--- config.mk ---
export PLATFORM = sky130hd
export DESIGN_NAME = development_stage_tracker
export DESIGN_NICKNAME = d
export VERILOG_FILES = /design/src/rtl/dev_stage_pkg.sv /design/src/rtl/dev_stage_age_counter.sv /design/src/rtl/development_stage_tracker.sv
export SDC_FILE = /design/constraint.sdc
export NUM_CORES = 1
export LEC_CHECK = 0
export BUFFER_PORTS_ARGS = -buffer_cell sky130_fd_sc_hd__buf_2
export CAP_MARGIN = 20
export CORE_MARGIN = 5
export CORE_UTILIZATION = 25
export CTS_BUF_LIST = sky130_fd_sc_hd__clkbuf_8
export CTS_CLUSTER_DIAMETER = 100
export DETAILED_ROUTE_END_ITERATION = 10
export PLACE_DENSITY = 0.41
export SKIP_LAST_GASP = 1
export SYNTH_ARGS = -nofsm -noshare
export SYNTH_HDL_FRONTEND = slang
export SYNTH_SLANG_ARGS = --single-unit
--- constraint.sdc ---
create_clock -name clk -period 1.7 [get_ports clk]
set_input_delay 0.34 -clock clk [delete_from_list [all_inputs] [get_ports clk]]
set_output_delay 0.34 -clock clk [all_outputs]
set_load 0.03 [all_outputs]
--- src/rtl/dev_stage_pkg.sv ---
// Shared definitions for the development stage tracker slice.
// Provides the stage width, the named stage encodings and the
// tracker FSM state type used by the top module.
package dev_stage_pkg;

   localparam int STAGE_W = 2;

   localparam logic [STAGE_W-1:0] STAGE_INFANT     = 2'd0;
   localparam logic [STAGE_W-1:0] STAGE_CHILD      = 2'd1;
   localparam logic [STAGE_W-1:0] STAGE_ADOLESCENT = 2'd2;
   localparam logic [STAGE_W-1:0] STAGE_ADULT      = 2'd3;

   typedef enum logic {
      ST_STABLE  = 1'b0,
      ST_PENDING = 1'b1
   } tracker_state_e;

endpackage

--- src/rtl/dev_stage_age_counter.sv ---
// Saturating up-counter used for the committed-stage age.
// Ports:
//   clk      rising-edge clock
//   rst_n    asynchronous active-low reset, clears the count
//   inc_i    advance the count by one (ignored once saturated)
//   clear_i  force the count to zero, wins over inc_i
//   count_o  current registered count
module dev_stage_age_counter #(
   parameter int W = 8
) (
   input  logic         clk,
   input  logic         rst_n,
   input  logic         inc_i,
   input  logic         clear_i,
   output logic [W-1:0] count_o
);

   logic [W-1:0] count_q;

   // Clear dominates so a commit on a tick cycle restarts the age at zero;
   // otherwise count up and stick at all-ones instead of wrapping.
   always_ff @(posedge clk or negedge rst_n) begin
      if (!rst_n) begin
         count_q <= '0;
      end else if (clear_i) begin
         count_q <= '0;
      end else if (inc_i && (count_q != '1)) begin
         count_q <= count_q + W'(1);
      end
   end

   assign count_o = count_q;

endmodule

--- src/rtl/development_stage_tracker.sv ---
// Debounces the raw 2-bit development stage and commits a new stage only
// after it has held for DWELL_TICKS time-base ticks. Emits one-cycle
// advance/regress pulses on commit and tracks the age of the committed stage.
// Ports:
//   clk            rising-edge clock
//   rst_n          asynchronous active-low reset
//   tick           one-cycle time-base strobe
//   stage_in       raw stage from the level resource MSBs
//   stage_out      committed stage
//   advance_pulse  one cycle, committed stage went up
//   regress_pulse  one cycle, committed stage went down
//   pending        a candidate stage is being qualified
//   stage_age      ticks since the last commit, saturating
module development_stage_tracker
   import dev_stage_pkg::*;
#(
   parameter int DWELL_TICKS   = 4,
   parameter int CNT_W         = 3,
   parameter int AGE_W         = 8,
   parameter int ALLOW_REGRESS = 1
) (
   input  logic               clk,
   input  logic               rst_n,
   input  logic               tick,
   input  logic [STAGE_W-1:0] stage_in,
   output logic [STAGE_W-1:0] stage_out,
   output logic               advance_pulse,
   output logic               regress_pulse,
   output logic               pending,
   output logic [AGE_W-1:0]   stage_age
);

   localparam logic [CNT_W:0] DWELL_LIM = (CNT_W+1)'(DWELL_TICKS);

   tracker_state_e     state_q;
   logic [STAGE_W-1:0] stage_q;
   logic [STAGE_W-1:0] cand_q;
   logic [CNT_W-1:0]   dwell_q;
   logic [CNT_W:0]     dwell_d;
   logic               adv_q;
   logic               reg_q;
   logic               eligible;
   logic               commit;

   // A raw stage is worth qualifying when it differs from the committed one;
   // with regression disabled only higher stages count. The dwell increment
   // is one bit wider so the limit compare cannot wrap.
   always_comb begin
      eligible = (stage_in != stage_q) &&
                 ((ALLOW_REGRESS != 0) || (stage_in > stage_q));
      dwell_d  = {1'b0, dwell_q} + (CNT_W+1)'(1);
      commit   = (state_q == ST_PENDING) && eligible && (stage_in == cand_q) &&
                 tick && (dwell_d == DWELL_LIM);
   end

   // Qualification FSM. Abort beats restart beats commit beats counting, so
   // a tick coinciding with an abort or candidate change is never counted.
   // Pulses default low so each lasts exactly the cycle stage_out changes.
   always_ff @(posedge clk or negedge rst_n) begin
      if (!rst_n) begin
         state_q <= ST_STABLE;
         stage_q <= STAGE_INFANT;
         cand_q  <= STAGE_INFANT;
         dwell_q <= '0;
         adv_q   <= 1'b0;
         reg_q   <= 1'b0;
      end else begin
         adv_q <= 1'b0;
         reg_q <= 1'b0;
         unique case (state_q)
            ST_STABLE: begin
               if (eligible) begin
                  state_q <= ST_PENDING;
                  cand_q  <= stage_in;
                  dwell_q <= '0;
               end
            end
            ST_PENDING: begin
               if (!eligible) begin
                  state_q <= ST_STABLE;
                  dwell_q <= '0;
               end else if (stage_in != cand_q) begin
                  cand_q  <= stage_in;
                  dwell_q <= '0;
               end else if (commit) begin
                  stage_q <= cand_q;
                  state_q <= ST_STABLE;
                  dwell_q <= '0;
                  adv_q   <= (cand_q > stage_q);
                  reg_q   <= (cand_q < stage_q);
               end else if (tick) begin
                  dwell_q <= dwell_d[CNT_W-1:0];
               end
            end
            default: begin
               state_q <= ST_STABLE;
            end
         endcase
      end
   end

   // Age runs on every tick regardless of FSM state and restarts on commit.
   dev_stage_age_counter #(
      .W(AGE_W)
   ) u_age (
      .clk    (clk),
      .rst_n  (rst_n),
      .inc_i  (tick),
      .clear_i(commit),
      .count_o(stage_age)
   );

   assign stage_out     = stage_q;
   assign advance_pulse = adv_q;
   assign regress_pulse = reg_q;
   assign pending       = (state_q == ST_PENDING);

endmodule

==> impl_metrics.json, run 1 <==
{
  "clk_root_buffer_cell": "clkbuf_8",
  "pwr-share-seq": 0.421,
  "slew_violations": 0,
  "slew_headroom": 0.717,
  "diodes": 0,
  "io_buffers": 17,
  "layout.nets": 126,
  "avgSynthCellArea_sq_um": 10.2,
  "path_clk_slew_ps": 70,
  "rsz0062_at_grt": "no",
  "min_path_type": "input port to asynchronous set/reset pin",
  "clock_latency_ps": 250,
  "final_hold_viol_count": 0,
  "tightest_slew_ps": 424,
  "drt-initial-drc-count": 46,
  "power.share.clock": 0.228,
  "final_cells": 164,
  "cts_sinks": 18,
  "cp_slowest_stage_delay_ps": 440,
  "seq_area_frac_synth": 0.460,
  "antenna_found_initial": 0,
  "status": "finished clean",
  "switching_share": 0.418,
  "leakagePower_nw": 0.545,
  "clk_path_buf_depth": 2,
  "synth_edf_count": 0,
  "ir_drop_mv": 0.579,
  "fp.dieW_um": 72.6,
  "fin_crit_sh": 0.907,
  "grt_use_total": 0.0817,
  "grt_overflow": 0,
  "cts.repair.resized": 0,
  "wl_per_cell_um": 12.3,
  "switchingPower_mw": 0.656,
  "die_h_um": 72.6,
  "max_freq_ghz": 0.648,
  "dieArea_sq_um": 5270,
  "pin_count": 18,
  "period_minus_slack_ps": 1540,
  "cap_violations": 0,
  "grt_pass1_vias": 758,
  "cp_max_fo": 4,
  "gpl.final_weighted_congestion": 0.777,
  "std_cell_rows": 22,
  "ant_nets": 0,
  "critPathKind": "flip-flop to flip-flop",
  "synth_seq_cells": 18,
  "htree_num_levels": 1,
  "postRouteWirelength_mm": 2.02,
  "start_kind": "flip-flop",
  "cts_tree": "done",
  "vias": 752,
  "first_pass_iters": 4,
  "setup_viol": 0,
  "ys.flop_type": "dfrtp_1",
  "fillCellCount": 395,
  "dpl.hpwl_mm": 1.50,
  "cp-end-kind": "flip-flop",
  "syn_inst": 96,
  "power.density_nw_per_um2": 1330,
  "worstPathArrival_ps": 1680,
  "netlist_area_sq_um": 980,
  "grt_max_degree": 19,
  "start_util": 0.264,
  "grt_first_pass_wirelength_mm": 3.40,
  "p_int_mw": 0.914,
  "synth_nets": 105,
  "clock_skew_ps": 0.400,
  "vias_per_cell": 4.59,
  "drive_gt1_frac": 0.267,
  "core_sq_um": 3720,
  "path_cells": "xor2_2 > nor2_2 > nor4_4 > mux2_1",
  "yosys_warnings": 0,
  "post-route-util": 0.317,
  "r2r_slack_ps": 160,
  "cts_setup_buffers": 0,
  "async_flop_share": 1.00,
  "cts_buffers": 3,
  "slowest_stage": "dfrtp_1",
  "cts_hold_buf": 0,
  "cp.required_ps": 1840,
  "hold_slack_ps": 11.3,
  "area_delta_synth_final_pct": 20.3,
  "placed_cells_incl_taps": 160,
  "power_frac_comb": 0.351,
  "drc": 0,
  "yosysUniqueCellTypes": 35,
  "fin_setup_tns_ps": 0
}
[critical path, delay by kind of cell, from the launching register on]
family	cells	cell delay, ps
simple gates	2	400
xor+xnor	1	230
mux	1	350
flops	1	440
[Yosys cell counts, types with 2 or more instances]
cell type  count  area share
nor3_1         4       0.020
nand3_1        6       0.031
inv_1          7       0.027
a21oi_1        4       0.020
mux2_1         2       0.023
ha_1           4       0.051
a311oi_1       2       0.018
and4_1         2       0.018
a31oi_1        2       0.013
dfrtp_1       18        0.46
and3_1         2       0.013
nor2_1         5       0.019
nand2_1        7       0.027
o21ai_0        4       0.020
xnor2_1        3       0.027
xor2_2         2       0.033
nand4_1        3       0.019
clkbuf_1       2      0.0077
[state kept, by name, indices dropped and copies added, names as in the netlist]
name and cells:
advance_pulse 1, cand_q 2, dwell_q 3, pending 1
regress_pulse 1, stage_out 2, u_age.count_o 8
[through the flow]
stage / cell area (sq um) / total power, mW / setup slack [ps]
global placement: 1120 / 1.23 / 93.1
floorplan: 980 / 1.05 / 74.8
CTS: 1180 / 1.60 / 137
detailed placement: 1120 / 1.23 / 64.1
global route: 1180 / 1.67 / 36.4
finish: 1180 / 1.57 / 158
[layer usage]
metal  routed length, um  track usage  part of all wire  vias to the layer above
met4                  10       0.0184            0.0049                        0
li1                    -            -                 -                      380
met2                 932        0.134              0.46                       12
met5                   0            0                 0                        -
met3                  91       0.0317             0.045                        2
met1                 989        0.101              0.49                      358
[cells by family (layout without fill, tap and decap cells)]
| logic type | Yosys count | count (layout) | share of synthesized area |
|---|---|---|---|
| buf+inv | 11 | 31 | 0.0511 |
| mux | 3 | 3 | 0.0332 |
| fa+ha+maj | 4 | 4 | 0.0511 |
| flops | 18 | 18 | 0.460 |
| xor+xnor | 6 | 6 | 0.0690 |
| simple gates | 37 | 37 | 0.225 |
| compound gates | 17 | 17 | 0.111 |
[power groups by stage]
stage	clock network (mW)	logic (mW)	registers, mW
after global routing	0.383	0.603	0.684
after CTS	0.372	0.563	0.663
after floorplan	0	0.230	0.818
after detailed placement	0	0.561	0.672
final	0.358	0.551	0.662
after global placement	0	0.564	0.668
[final cells by class]
type	instances	area [sq um]	area share
Clock buffer	4	55.1	0.0467
Inverter	7	26.3	0.0223
Multi-Input combinational cell	67	479	0.407
Sequential cell	18	450	0.382
Tap cell	48	60.1	0.0510
Timing Repair Buffer	20	108	0.0913
[final timing paths]
kind | startpoint | end | depth (start not counted)
worst max-delay path | stage_out[0] | stage_out[0] | 4
worst min-delay path | rst_n | u_age.count_o[4] | 1
worst max register to register | stage_out[0] | stage_out[0] | 4
worst min register to register | dwell_q[1] | dwell_q[1] | 2
max in group asynchronous | rst_n | pending | 1
min in group clk | stage_in[1] | cand_q[1] | 3
[layout by cell type, fill, tap and decap left out, types with 2 or more instances in the layout]
cell / instances
and3_1: 2
nor2_1: 5
buf_4: 3
a31oi_1: 2
a21oi_1: 4
a311oi_1: 2
nand4_1: 3
mux2_1: 2
nand3_1: 6
inv_1: 7
o21ai_0: 4
nor3_1: 4
xor2_2: 2
ha_1: 4
xnor2_1: 3
and4_1: 2
dfrtp_1: 18
nand2_1: 7
buf_2: 17
clkbuf_8: 4
(Power assumes the default switching activity.)
==> run 2, diff against run 1 <==
--- a/config.mk
+++ b/config.mk
@@ -9,7 +9,7 @@
 export CAP_MARGIN = 20
 export CORE_MARGIN = 5
 export CORE_UTILIZATION = 25
-export CTS_BUF_LIST = sky130_fd_sc_hd__clkbuf_8
+export CTS_BUF_LIST = sky130_fd_sc_hd__clkbuf_16
 export CTS_CLUSTER_DIAMETER = 100
 export DETAILED_ROUTE_END_ITERATION = 10
 export PLACE_DENSITY = 0.41
==> run 2 against run 1 <==
Final cell count is the same. Setup slack worse by 16 ps. Cell area increased by 2.0%. Non-clock buffer count unchanged. Die area unchanged. Largest cell class unchanged.
==> impl_metrics.json, run 2 (synthesis results as in run 1) <==
{
  "gpl.final_weighted_congestion": 0.777,
  "fin_setup_tns_ps": 0,
  "setup_viol": 0,
  "layout.nets": 126,
  "layout_commonest_cell": "dfrtp_1",
  "final-seq-area_sq_um": 450,
  "placed_cells_incl_taps": 160,
  "htree_num_levels": 1,
  "cp_max_fo": 3,
  "r2r_start": "cand_q[0]",
  "ir_drop_mv": 0.439,
  "drc": 0,
  "grt_max_degree": 19,
  "dpl.hpwl_mm": 1.50,
  "status": "finished clean",
  "clock_latency_ps": 250,
  "final_cell_mix": "dfrtp_1 (18), buf_2 (17), inv_1 (7), nand2_1 (7), nand3_1 (6)",
  "area_delta_synth_final_pct": 22.7,
  "antenna_found_initial": 0,
  "worstPathArrival_ps": 1690,
  "grt_pass1_vias": 761,
  "ant_nets": 0,
  "cts_hold_buf": 0,
  "fin_crit_sh": 0.917,
  "drt-initial-drc-count": 39,
  "cts_tree": "done",
  "slew_violations": 0,
  "cts_buffers": 3,
  "cp.required_ps": 1830,
  "cp-startpoint": "cand_q[0]",
  "clk_root_buffer_cell": "clkbuf_16",
  "final_hold_viol_count": 0,
  "vias_per_cell": 4.61,
  "first_pass_iters": 4,
  "power.density_nw_per_um2": 1410,
  "std_cell_rows": 22,
  "drive_gt1_frac": 0.259,
  "cts_setup_buffers": 0,
  "core_sq_um": 3720,
  "rsz0062_at_grt": "no",
  "cp-end-kind": "flip-flop",
  "grt_overflow": 0,
  "multiInputGateArea_sq_um": 479,
  "path_clk_slew_ps": 50,
  "leakagePower_nw": 0.555,
  "fp.dieW_um": 72.6,
  "cts_sinks": 18,
  "io_buffers": 17,
  "cts.repair.resized": 0,
  "grt_first_pass_wirelength_mm": 3.39,
  "postRouteWirelength_mm": 2.03,
  "vias": 756,
  "critPathKind": "flip-flop to flip-flop",
  "tightest_slew_ps": 413,
  "start_kind": "flip-flop",
  "max_freq_ghz": 0.642,
  "min_path_type": "input port to asynchronous set/reset pin",
  "clock_skew_ps": 1.40,
  "diodes": 0,
  "fillCellCount": 391,
  "power.total_mw": 1.69,
  "grt_use_total": 0.0835,
  "pin_count": 18,
  "cap_violations": 0,
  "start_util": 0.264,
  "final_cells": 164,
  "die_h_um": 72.6,
  "clk_path_buf_depth": 2,
  "wl_per_cell_um": 12.4,
  "slew_headroom": 0.724,
  "period_minus_slack_ps": 1560,
  "dieArea_sq_um": 5270,
  "largest_reg_flops": 8
}
-- run 2: per-layer routing --
layer  GRT usage  vias up  share of wire
met2       0.133       16           0.46
li1            -      381              -
met4      0.0307        0         0.0049
met5           0        -              0
met1       0.102      357           0.48
met3      0.0317        2          0.058
-- run 2: layout make-up --
type,instances,share of cell area
clock buffer,3,0.0624
clock inverter,1,0.00312
inverter,7,0.0219
multi-input combinational,67,0.399
sequential,18,0.375
tap,48,0.0499
timing repair buffer,20,0.0895
-- run 2: critical path: stages, from the launching register on --
cell and delay [ps]:
dfrtp_1 400, xnor2_1 220, nand3_2 160, nor4_4 300, mux2_1 360
-- run 2: worst paths after layout --
check,to,cells after the start,slack (ps)
hold / removal,u_age.count_o[4],1,20
setup / recovery,stage_out[0],4,140
setup reg to reg,stage_out[0],4,140
hold reg to reg,dwell_q[1],2,540
min in group clk,cand_q[1],3,360
max in group asynchronous,stage_out[1],1,1390
-- run 2: power by group --
part | total, mW | internal (mW) | switching [mW]
logic | 0.552 | 0.184 | 0.368
clock network | 0.476 | 0.313 | 0.163
registers | 0.664 | 0.526 | 0.138
total | 1.69 | 1.02 | 0.669
-- run 2: per-stage QoR --
stage	cell area, sq um	hold slack, ps	utilization	setup slack, ps
6_report	1200	17.5	0.324	141
5_1_grt	1200	57.6	0.324	41.6
4_1_cts	1200	33.9	0.324	140
3_5_place_dp	1120	301	0.302	64.1
3_3_place_gp	1120	307	0.302	93.1
2_1_floorplan	980	44.4	-	74.8
==> run 3, diff against run 2 <==
--- a/config.mk
+++ b/config.mk
@@ -5,14 +5,15 @@
 export SDC_FILE = /design/constraint.sdc
 export NUM_CORES = 1
 export LEC_CHECK = 0
-export BUFFER_PORTS_ARGS = -buffer_cell sky130_fd_sc_hd__buf_2
 export CAP_MARGIN = 20
 export CORE_MARGIN = 5
 export CORE_UTILIZATION = 25
 export CTS_BUF_LIST = sky130_fd_sc_hd__clkbuf_16
 export CTS_CLUSTER_DIAMETER = 100
 export DETAILED_ROUTE_END_ITERATION = 10
-export PLACE_DENSITY = 0.41
+export DONT_BUFFER_PORTS = 1
+export PLACE_DENSITY = 0.37
+export RECOVER_POWER = 100
 export SKIP_LAST_GASP = 1
 export SYNTH_ARGS = -nofsm -noshare
 export SYNTH_HDL_FRONTEND = slang
==> run 3 against run 2 <==
Setup slack lost 18 ps. Total power shrank 2.4%. Die area is the same. Sequential share of layout area grew 0.96 points. Sequential power shrank 3%. Clock skew is essentially flat. Hold slack gained 190 ps. Via count shrank 2.6%. Critical path depth is the same. Global-route usage grew 0.61 points. First-iteration DRC count shrank 18%.
==> impl_metrics.json, run 3 (synthesis results as in run 1) <==
{
  "status": "finished clean",
  "dieArea_sq_um": 5270,
  "start_util": 0.264,
  "drc": 0,
  "die_h_um": 72.6,
  "layout.nets": 120,
  "start_kind": "flip-flop",
  "cp.required_ps": 1830,
  "fin_setup_tns_ps": 0,
  "post_dp_cell_area_sq_um": 1110,
  "pre_cts_ws_ps": 44.6,
  "cts_tree": "done",
  "slew_headroom": 0.423,
  "postRouteWirelength_mm": 2.03,
  "placed_cells_incl_taps": 153,
  "drt-initial-drc-count": 32,
  "std_cell_rows": 22,
  "critPathKind": "flip-flop to flip-flop",
  "area_delta_synth_final_pct": 19.7,
  "p_int_mw": 0.996,
  "grt_pass1_vias": 771,
  "switchingPower_mw": 0.655,
  "wl_per_cell_um": 12.9,
  "worstPathArrival_ps": 1700,
  "pin_count": 18,
  "layout_commonest_cell": "dfrtp_1",
  "cp-end-kind": "flip-flop",
  "ir_drop_mv": 0.456,
  "design_area_sq_um": 1170,
  "hold_slack_ps": 209,
  "pwr-share-seq": 0.391,
  "io_buffers": 0,
  "cap_violations": 0,
  "gpl.final_weighted_congestion": 0.685,
  "grt_use_total": 0.0896,
  "grt_overflow": 0,
  "antenna_found_initial": 0,
  "power.density_nw_per_um2": 1410,
  "path_clk_slew_ps": 50,
  "cts_buffers": 3,
  "largest_reg_flops": 8,
  "period_minus_slack_ps": 1580,
  "fin_crit_sh": 0.927,
  "leakagePower_nw": 0.501,
  "clk_path_buf_depth": 2,
  "core_sq_um": 3720,
  "slew_violations": 0,
  "diodes": 0,
  "switching_share": 0.397,
  "vias_per_cell": 4.66,
  "grt_first_pass_wirelength_mm": 3.65,
  "ant_nets": 0,
  "fillCellCount": 403,
  "dpl.hpwl_mm": 1.55,
  "cts_setup_buffers": 0,
  "setup_slack_ps": 124,
  "power.share.clock": 0.284,
  "tightest_slew_ps": 862,
  "clk_root_buffer_cell": "clkbuf_16",
  "grt_max_degree": 19,
  "setup_viol": 0,
  "final_hold_viol_count": 0,
  "power_frac_comb": 0.325,
  "min_path_type": "input port to flip-flop",
  "htree_num_levels": 1,
  "rsz0062_at_grt": "no",
  "cp_max_fo": 4,
  "final_cell_mix": "dfrtp_1 (18), clkbuf_1 (10), inv_1 (7), nand2_1 (7), nand3_1 (6)",
  "drive_gt1_frac": 0.127,
  "clock_latency_ps": 250,
  "cts_sinks": 18,
  "first_pass_iters": 3,
  "clock_skew_ps": 1.02,
  "vias": 736,
  "max_freq_ghz": 0.634,
  "final_cells": 158,
  "fp.dieW_um": 72.6
}
[run 3: cell types whose count changed in the layout (fill, tap and decap cells not counted)]
cell	before	now
buf_2	17	0
clkbuf_1	0	10
buf_4	3	2
clkbuf_4	0	1
dlygate4sd3_1	0	1
xnor2_1	3	2
xnor2_2	0	1
[run 3: worst paths after layout]
| kind | startpoint | to | slack, ps | depth (start not counted) |
|---|---|---|---|---|
| max | stage_out[0] | stage_out[1] | 120 | 4 |
| min | stage_in[1] | cand_q[1] | 210 | 2 |
| max reg2reg | stage_out[0] | stage_out[1] | 120 | 4 |
| min reg2reg | dwell_q[1] | dwell_q[1] | 530 | 2 |
| max in group asynchronous | rst_n | dwell_q[2] | 520 | 1 |
| min in group asynchronous | rst_n | u_age.count_o[4] | 650 | 1 |
[run 3: routing by layer]
metal  part of all wire  vias to the layer above  global-route usage
met1               0.44                      349               0.105
met4              0.010                        0              0.0307
met2               0.48                       13               0.148
met5                  0                        -                   0
li1                   -                      372                   -
met3              0.067                        2              0.0358
[run 3: power by group through the flow]
| stage | sequential [mW] | combinational, mW | clock, mW |
|---|---|---|---|
| after floorplan | 0.818 | 0.230 | 0 |
| final | 0.645 | 0.536 | 0.469 |
| after global placement | 0.653 | 0.611 | 0 |
| after CTS | 0.647 | 0.620 | 0.487 |
| after global routing | 0.666 | 0.604 | 0.507 |
| after detailed placement | 0.654 | 0.607 | 0 |
[run 3: cell type report]
class	instances	area (sq um)	share of cell area
Inverter	7	26.3	0.0224
Clock inverter	1	3.75	0.00320
Tap cell	48	60.1	0.0512
Timing Repair Buffer	14	70.1	0.0598
Multi-Input combinational cell	67	487	0.415
Clock buffer	3	75.1	0.0640
Sequential cell	18	450	0.384
[run 3: through the flow]
step                      total power [mW]   util
final                                 1.65  0.315
after global placement                1.26  0.300
after floorplan                       1.05      -
after detailed placement              1.26  0.300
after global routing                  1.78  0.315
after CTS                             1.75  0.324
[run 3: timing repair]
action | CTS | global route
endpoints found under the hold margin | 18 | 0
gates resized for setup | 0 | 1
setup endpoints to repair | 0 | 11
hold buffers | 1 | 0
[run 3: worst max-delay path, cell delays in order (launching register included)]
cell	delay, ps
dfrtp_1	400
xor2_2	220
nor2_2	90
nor4_4	390
mux2_1	360
